===== src/rtl/shift_reg_ctrl_pkg.sv =====
// Shared configuration for the shift-register controller: default geometry
// macros and the counter-width helper used by the controller.
`ifndef ARRAYHEIGHT
`define ARRAYHEIGHT 4
`endif
`ifndef DATASIZE
`define DATASIZE 8
`endif

package shift_reg_ctrl_pkg;

    // Counters must hold the value DEPTH itself, not just DEPTH-1.
    function automatic int cnt_width(input int depth);
        return $clog2(depth + 1);
    endfunction

endpackage


===== src/rtl/shift_reg_ctrl_shifter.sv =====
// Word-wide shift register: load_en and out_en both advance the chain toward
// slot 0; slot 0 is presented on out, the tail takes in (or zero when draining).
module shifter_register #(
    parameter int DEPTH = 4,
    parameter int WIDTH = 16
) (
    input  logic             clk,
    input  logic             rst,
    input  logic             load_en,
    input  logic             out_en,
    input  logic [WIDTH-1:0] in,
    output logic [WIDTH-1:0] out
);

    logic [DEPTH-1:0][WIDTH-1:0] slot_reg;
    logic [DEPTH-1:0][WIDTH-1:0] slot_next;

    genvar gi;
    generate
        for (gi = 0; gi < DEPTH; gi++) begin : g_slot
            if (gi == DEPTH - 1) begin : g_tail
                assign slot_next[gi] = load_en ? in : '0;
            end else begin : g_body
                assign slot_next[gi] = slot_reg[gi+1];
            end
        end
    endgenerate

    always_ff @(posedge clk) begin
        if (rst) begin
            slot_reg <= '0;
        end else if (load_en || out_en) begin
            slot_reg <= slot_next;
        end
    end

    assign out = slot_reg[0];

endmodule


===== src/rtl/shift_reg_ctrl.sv =====
// Block controller: loads up to DEPTH words into a shift register, zero-pads
// short blocks, then drains only the real words through a registered output.
`ifndef ARRAYHEIGHT
`define ARRAYHEIGHT 4
`endif
`ifndef DATASIZE
`define DATASIZE 8
`endif

module shift_reg_ctrl
    import shift_reg_ctrl_pkg::*;
#(
    parameter int DEPTH = `ARRAYHEIGHT,
    parameter int DW    = `DATASIZE
) (
    input  logic          clk,
    input  logic          rst,
    input  logic          in_valid,
    output logic          in_ready,
    input  logic [2*DW-1:0] in_data,
    input  logic          in_last,
    output logic          out_valid,
    input  logic          out_ready,
    output logic [2*DW-1:0] out_data,
    output logic          busy,
    output logic          done
);

    localparam int CW = cnt_width(DEPTH);
    localparam logic [CW-1:0] DEPTH_C = CW'(DEPTH);

    localparam logic [1:0] ST_LOAD  = 2'd0;
    localparam logic [1:0] ST_PAD   = 2'd1;
    localparam logic [1:0] ST_DRAIN = 2'd2;
    localparam logic [1:0] ST_WAIT  = 2'd3;

    typedef enum logic [1:0] {
        S_LOAD  = ST_LOAD,
        S_PAD   = ST_PAD,
        S_DRAIN = ST_DRAIN,
        S_WAIT  = ST_WAIT
    } state_t;

    state_t          state_reg, state_next;
    logic [CW-1:0]   k_reg, k_next;
    logic [CW-1:0]   slot_reg, slot_next;
    logic [CW-1:0]   drain_reg, drain_next;
    logic            out_valid_reg;
    logic [2*DW-1:0] out_data_reg;
    logic            done_reg, done_next;

    logic            load_en;
    logic            out_en;
    logic [2*DW-1:0] sr_in;
    logic [2*DW-1:0] sr_out;
    logic            out_free;

    shifter_register #(
        .DEPTH (DEPTH),
        .WIDTH (2*DW)
    ) u_shifter (
        .clk     (clk),
        .rst     (rst),
        .load_en (load_en),
        .out_en  (out_en),
        .in      (sr_in),
        .out     (sr_out)
    );

    assign out_free = !out_valid_reg || out_ready;

    always_comb begin
        state_next = state_reg;
        k_next     = k_reg;
        slot_next  = slot_reg;
        drain_next = drain_reg;
        load_en    = 1'b0;
        out_en     = 1'b0;
        sr_in      = '0;
        in_ready   = 1'b0;
        done_next  = 1'b0;
        case (state_reg)
            S_LOAD: begin
                in_ready = 1'b1;
                if (in_valid) begin
                    load_en   = 1'b1;
                    sr_in     = in_data;
                    k_next    = k_reg + CW'(1);
                    slot_next = slot_reg + CW'(1);
                    // A full block goes straight to DRAIN even without in_last.
                    if (k_next == DEPTH_C) begin
                        state_next = S_DRAIN;
                        drain_next = k_next;
                    end else if (in_last) begin
                        state_next = S_PAD;
                    end
                end
            end
            S_PAD: begin
                load_en   = 1'b1;
                slot_next = slot_reg + CW'(1);
                if (slot_next == DEPTH_C) begin
                    state_next = S_DRAIN;
                    drain_next = k_reg;
                end
            end
            S_DRAIN: begin
                if (out_free) begin
                    out_en     = 1'b1;
                    drain_next = drain_reg - CW'(1);
                    if (drain_reg == CW'(1)) begin
                        state_next = S_WAIT;
                    end
                end
            end
            S_WAIT: begin
                if (out_free) begin
                    done_next  = 1'b1;
                    k_next     = '0;
                    slot_next  = '0;
                    state_next = S_LOAD;
                end
            end
            default: state_next = S_LOAD;
        endcase
    end

    always_ff @(posedge clk) begin
        if (rst) begin
            state_reg     <= S_LOAD;
            k_reg         <= '0;
            slot_reg      <= '0;
            drain_reg     <= '0;
            out_valid_reg <= 1'b0;
            out_data_reg  <= '0;
            done_reg      <= 1'b0;
        end else begin
            state_reg <= state_next;
            k_reg     <= k_next;
            slot_reg  <= slot_next;
            drain_reg <= drain_next;
            done_reg  <= done_next;
            if (out_en) begin
                out_valid_reg <= 1'b1;
                out_data_reg  <= sr_out;
            end else if (out_ready) begin
                out_valid_reg <= 1'b0;
            end
        end
    end

    assign out_valid = out_valid_reg;
    assign out_data  = out_data_reg;
    assign done      = done_reg;
    assign busy      = !(state_reg == S_LOAD && k_reg == '0);

endmodule


===== config.mk =====
export PLATFORM = sky130hd
export DESIGN_NAME = shift_reg_ctrl
export DESIGN_NICKNAME = d
export VERILOG_FILES = /design/src/rtl/shift_reg_ctrl_pkg.sv /design/src/rtl/shift_reg_ctrl_shifter.sv /design/src/rtl/shift_reg_ctrl.sv
export SDC_FILE = /design/constraint.sdc
export NUM_CORES = 1
export LEC_CHECK = 0
export BUFFER_PORTS_ARGS = -buffer_cell sky130_fd_sc_hd__buf_4
export CAP_MARGIN = 20
export CORE_ASPECT_RATIO = 0.5
export CORE_MARGIN = 8
export CORE_UTILIZATION = 42
export CTS_BUF_LIST = sky130_fd_sc_hd__clkbuf_8
export DETAILED_ROUTE_END_ITERATION = 6
export GPL_TIMING_DRIVEN = 0
export PLACE_DENSITY = 0.63
export SYNTH_ARGS = -nofsm -noshare
export SYNTH_HDL_FRONTEND = slang
export SYNTH_SLANG_ARGS = --single-unit

===== constraint.sdc =====
create_clock -name clk -period 1.9 [get_ports clk]
set_clock_uncertainty 0.15 [all_clocks]
set_input_delay 0.19 -clock clk [delete_from_list [all_inputs] [get_ports clk]]
set_output_delay 0.19 -clock clk [all_outputs]
set_load 0.005 [all_outputs]

==> impl_metrics.yaml, run 1 <==
outcome:
  status: "complete, no violations"
sta:
  rsz0062_at_grt: "true"
  fin_crit_ns: 1.88
  worst-slew-pin-transition_ns: 0.615
  fmax_mhz: 531
  hold_viol_final: 0
  finalSetupViolations: 0
  report.final.slew_viol_count: 0
  worst_slack_ns: 0.0154
  max_slew_margin: 0.590
  tns_ns: 0
  finalCritPeriodShare: 0.992
cells_and_area:
  area_growth_pct: 27.3
  final_common_cell: "nand2_1"
  largest_reg_flops: 48
  mostFrequentLayoutCells: "nand2_1 (131), dfxtp_1 (90), a21oi_1 (70), buf_4 (51), nor2_1 (24)"
  num_antenna_cells: 0
  layout.cells.non_filler: 633
  layout-drive-gt1-share: 0.203
  fin_nets: 543
  design_area_sq_um: 4650
global_route:
  grt_pass1_vias: 3069
  grt_first_pass_wirelength_mm: 14.3
  track_usage: 0.145
  grt_max_degree: 15
  overflow: 0
  antenna_found_initial: 0
place:
  placed_area_sq_um: 4100
  pre_cts_slack_ns: -0.279
  port_buffers: 40
  dp_cells: 590
  dp_hpwl_mm: 5.78
  gp_congestion: 0.797
die:
  start_util: 0.426
  dieArea_sq_um: 12100
  fp.coreArea_sq_um: 8590
  io_pins: 41
  die_w_um: 148
  die_height_um: 82.0
  num_rows: 24
critical_path:
  reg2regPathDepth: 7
  r2r_slack_ns: 0.02
  rr_startpoint: "state_reg[0]"
  worstSetupEndpointType: "flop"
  setup.worst_path.start_class: "flop"
  cp.arrival_ns: 2.00
  critPathKind: "reg -> reg"
  required_ns: 2.01
  worst_r2r_endpoint: "state_reg[0]"
  path_max_fanout: 5
drt:
  vias: 3088
  via_per_inst: 4.88
  post_drt_wl_per_cell_um: 13.1
  antenna_left: 0
  first_pass_iters: 4
  wirelength_mm: 8.28
  drt_iter0_drc: 142
  drcViolationCount: 0
synth:
  synth-edff-count: 0
  ys.flop_type: "dfxtp_1"
  syn-num-nets: 465
  async_reset_ff_frac: 0
  syn-cell-area_sq_um: 3660
  ys_seq_elements: 93
  ys_seq_area_frac: 0.509
  synth_cell_types: 39
  yosysWarningCount: 0
  syn_inst: 433
  avgSynthCellArea_sq_um: 8.44
clock_network:
  cts_root_buffer: "clkbuf_8"
  cts_buffer_depth: 2
  clk_pin_slew_ns: 0.08
  cts_max_level: 3
  cts.sinks: 93
  cts_tree: "built"
  numCtsBuffers: 9
  worst_skew_pair.late_latency_ns: 0.35
pwr:
  clkPwrFrac: 0.168
  switching_power_w: 0.00257
  leakagePower_nw: 1.77
  p_per_area_nw_per_um2: 1420
  p_int_w: 0.00405
  p_seq_frac: 0.353
  peakVddDrop_mv: 0.797
  swShare: 0.389
  power_frac_comb: 0.479
worst_hold_path:
  worstHoldPathType: "in -> reg"
  hold_end: "done"
  min_from: "out_ready"
  whs_path_depth: 3
job:
  drv_cap: 0
## worst max path at each step
stage,from,end,slack (ns),cells after the start
2_1_floorplan,state_reg[0],state_reg[0],0.03,7
3_3_place_gp,state_reg[0],u_shifter.slot_next[27],-0.27,9
3_5_place_dp,state_reg[0],u_shifter.slot_next[20],-0.28,9
4_1_cts,state_reg[0],state_reg[1],-0.02,7
5_1_grt,state_reg[0],state_reg[0],-0.12,7
6_report,state_reg[0],state_reg[0],0.02,7
## Yosys cell counts (2+ instances only)
library cell  count  share of area
nand2_1         131           0.13
dfxtp_1          93           0.51
a21oi_1          70          0.096
nor2_1           25          0.026
a22oi_1          16          0.033
clkbuf_1         15          0.015
ha_1             11          0.038
inv_1            11          0.011
buf_6             7          0.022
buf_2             6         0.0082
mux2i_1           6          0.016
nand2b_1          5         0.0086
nand3_1           3         0.0041
nor2b_1           3         0.0051
a211oi_1          2         0.0041
a221oi_1          2         0.0048
a311o_1           2         0.0055
and4_1            2         0.0048
nor3b_1           2         0.0041
o41ai_1           2         0.0048
## power by group through the flow
stage | logic (W) | clock network (W) | registers (W)
after floorplan | 0.00193 | 0 | 0.00233
after global placement | 0.00254 | 0 | 0.00236
after detailed placement | 0.00255 | 0 | 0.00236
after CTS | 0.00300 | 0.00115 | 0.00232
after global routing | 0.00350 | 0.00124 | 0.00237
final | 0.00317 | 0.00111 | 0.00233
## metrics by stage
stage / hold WS (ns) / utilization / total power (W)
after floorplan: 0.201 / - / 0.00425
after global placement: 0.289 / 0.478 / 0.00490
after detailed placement: 0.294 / 0.478 / 0.00491
after CTS: 0.0562 / 0.531 / 0.00647
after global routing: 0.0657 / 0.542 / 0.00711
final: 0.0765 / 0.542 / 0.00662
## kinds of logic after synthesis
logic type | after synthesis | synth area share
AND/OR/NAND/NOR | 176 | 0.196
multiplexers | 6 | 0.0164
flip-flops | 93 | 0.509
XOR/XNOR | 2 | 0.00479
buffers and inverters | 40 | 0.0585
adder cells (fa/ha/maj) | 11 | 0.0376
AO/OA/AOI/OAI | 105 | 0.177
## final cells by class
cell class              count  area (sq um)
clock inverters             7          37.5
inverters                  11          46.3
well taps                 117           146
repair buffers             68           566
clock buffers               9           124
fillers                   849          3940
plain buffers              28           206
flip-flops and latches     93          1870
multi-input cells         300          1660
## worst max-delay path, cell delays in order, from the launching register on
cell and delay, ns:
dfxtp_2 0.37, inv_4 0.05, ha_2 0.18, buf_6 0.13, or2_0 0.21, a221oi_2 0.32
nand3_1 0.18, a211oi_2 0.21
## layer usage
| metal | vias up | global-route usage | routed length, um |
|---|---|---|---|
| met2 | 35 | 0.251 | 3880 |
| li1 | 1600 | - | - |
| met5 | - | 0 | 0 |
| met4 | 0 | 0.0424 | 82 |
| met1 | 1445 | 0.175 | 4040 |
| met3 | 8 | 0.0423 | 276 |
## timing repair
item,in CTS,in global routing
setup buffers,5,6
hold endpoints to repair,17,0
hold buffers,17,0
pin swaps,6,10
endpoints found under the setup margin,80,84
gates cloned,0,0
resized for setup,26,18
Power figures use the tool's default switching activity.
==> run 2: changes to the inputs <==
CORE_UTILIZATION = 35   (was 42)
PLACE_DENSITY = 0.54   (was 0.63)
==> run 2 against run 1 <==
Net effect: utilization fell by 7.3 points; non-clock buffer count is 2 higher; hold slack improved by 0.0023 ns; sequential share of layout area down 0.99 points; register-to-register slack hardly changed; global-route usage fell by 2.1 points; combinational power rose by 8.2%; clock power rose by 6%; critical endpoint is now state_reg[1]; largest power group unchanged.
==> impl_metrics.yaml, run 2 (synthesis gave the netlist of run 1 again) <==
pwr:
  leakagePower_nw: 1.82
  swShare: 0.386
  switching_power_w: 0.00269
  peakVddDrop_mv: 0.534
  p_per_area_nw_per_um2: 1460
  p_seq_frac: 0.336
  p_int_w: 0.00427
  power_frac_comb: 0.493
  clkPwrFrac: 0.170
sta:
  rsz0062_at_grt: "true"
  report.final.slew_viol_count: 0
  finalCritPeriodShare: 0.991
  fmax_mhz: 531
  fin_crit_ns: 1.88
  tns_ns: 0
  worst-slew-pin-transition_ns: 0.683
  max_slew_margin: 0.545
  hold_viol_final: 0
  finalSetupViolations: 0
critical_path:
  path_depth: 7
  critPathKind: "reg -> reg"
  path_max_fanout: 7
  worstSetupEndpointType: "flop"
  setup.worst_path.start_class: "flop"
  cp.arrival_ns: 1.95
  worst_path_max_delay_cell: "dfxtp_4"
  worst-path-buf-inv: 2
  slowest_delay_ns: 0.38
  crit_chain: "inv_4 -> ha_2 -> buf_6 -> or2_4 -> a221oi_4 -> and4_4 -> a211oi_2"
  required_ns: 1.97
  reg2regPathDepth: 7
  crit_family: "simple AND/OR/NAND/NOR gates"
job:
  drv_cap: 0
cells_and_area:
  layout-drive-gt1-share: 0.232
  mostFrequentLayoutCells: "nand2_1 (131), dfxtp_1 (90), a21oi_1 (67), buf_4 (52), nor2_1 (24)"
  nFillCells: 1017
  final_common_cell: "nand2_1"
  fin_nets: 545
  largest_reg_flops: 48
  area_growth_pct: 30.7
  post-route-util: 0.469
  num_antenna_cells: 0
drt:
  vias: 3088
  antenna_left: 0
  drt_iter0_drc: 164
  first_pass_iters: 4
  post_drt_wl_per_cell_um: 13.0
  drcViolationCount: 0
  wirelength_mm: 8.55
  via_per_inst: 4.69
clock_network:
  cts_root_buffer: "clkbuf_8"
  cts_max_level: 3
  cts_buffer_depth: 2
  clk_pin_slew_ns: 0.09
  cts.sinks: 93
  numCtsBuffers: 9
  worst_skew_pair.late_latency_ns: 0.36
  cts_tree: "built"
place:
  dp_hpwl_mm: 6.05
  port_buffers: 40
  gp_congestion: 0.841
global_route:
  grt_max_degree: 17
  grt_first_pass_wirelength_mm: 14.2
  overflow: 0
  grt_pass1_vias: 3038
  track_usage: 0.124
  antenna_found_initial: 0
die:
  die_w_um: 161
  fp.coreArea_sq_um: 10200
  num_rows: 26
  io_pins: 41
  die_height_um: 88.3
  dieArea_sq_um: 14200
  start_util: 0.359
worst_hold_path:
  whs_path_depth: 3
  worstHoldPathType: "in -> reg"
outcome:
  status: "complete, no violations"
-- run 2: timing repair --
| action | CTS | global route |
|---|---|---|
| hold buffers | 17 | 0 |
| setup endpoints to repair | 80 | 83 |
| setup buffers | 6 | 7 |
| pin swaps | 10 | 7 |
| hold endpoints to repair | 17 | 0 |
| gates cloned | 0 | 0 |
| gates resized for setup | 26 | 39 |
-- run 2: through the flow --
step	std cells	power [W]	hold WS, ns	area (sq um)	worst slack (ns)
2_1_floorplan	433	0.00425	0.201	3660	0.0320
3_3_place_gp	613	0.00494	0.291	4130	-0.301
3_5_place_dp	613	0.00493	0.296	4130	-0.296
4_1_cts	652	0.00660	0.0600	4610	-0.00316
5_1_grt	658	0.00745	0.109	4780	-0.0515
6_report	658	0.00695	0.0788	4780	0.0168
-- run 2: layout make-up --
cell class / instances / area [sq um] / area share
clock inverters: 7 / 48.8 / 0.0102
multi-input cells: 300 / 1700 / 0.356
inverters: 11 / 46.3 / 0.00969
flip-flops and latches: 93 / 1870 / 0.391
clock buffers: 9 / 124 / 0.0259
repair buffers: 70 / 593 / 0.124
well taps: 140 / 175 / 0.0367
plain buffers: 28 / 220 / 0.0461
-- run 2: worst min-delay path, delay by kind of cell --
family	cells	cell delay, ns
AND/OR/NAND/NOR	2	0.25
buffers and inverters	1	0.09
-- run 2: final timing paths --
kind                          start                endpoint  slack [ns]
max                    state_reg[0]            state_reg[1]        0.02
min                       out_ready                    done        0.08
max reg2reg            state_reg[0]            state_reg[1]        0.02
min reg2reg  u_shifter.slot_next[3]  u_shifter.slot_next[3]        0.31
-- run 2: routing by layer --
| layer | wire (um) | GRT usage |
|---|---|---|
| met1 | 4280 | 0.151 |
| met2 | 3930 | 0.210 |
| met5 | 0 | 0 |
| met3 | 255 | 0.0353 |
| met4 | 75 | 0.0396 |
-- run 2: power by group through the flow --
| stage | Combinational, W | Sequential, W | Clock, W |
|---|---|---|---|
| 2_1_floorplan | 0.00193 | 0.00233 | 0 |
| 3_3_place_gp | 0.00259 | 0.00236 | 0 |
| 3_5_place_dp | 0.00257 | 0.00236 | 0 |
| 4_1_cts | 0.00304 | 0.00232 | 0.00124 |
| 5_1_grt | 0.00377 | 0.00237 | 0.00131 |
| 6_report | 0.00343 | 0.00234 | 0.00118 |
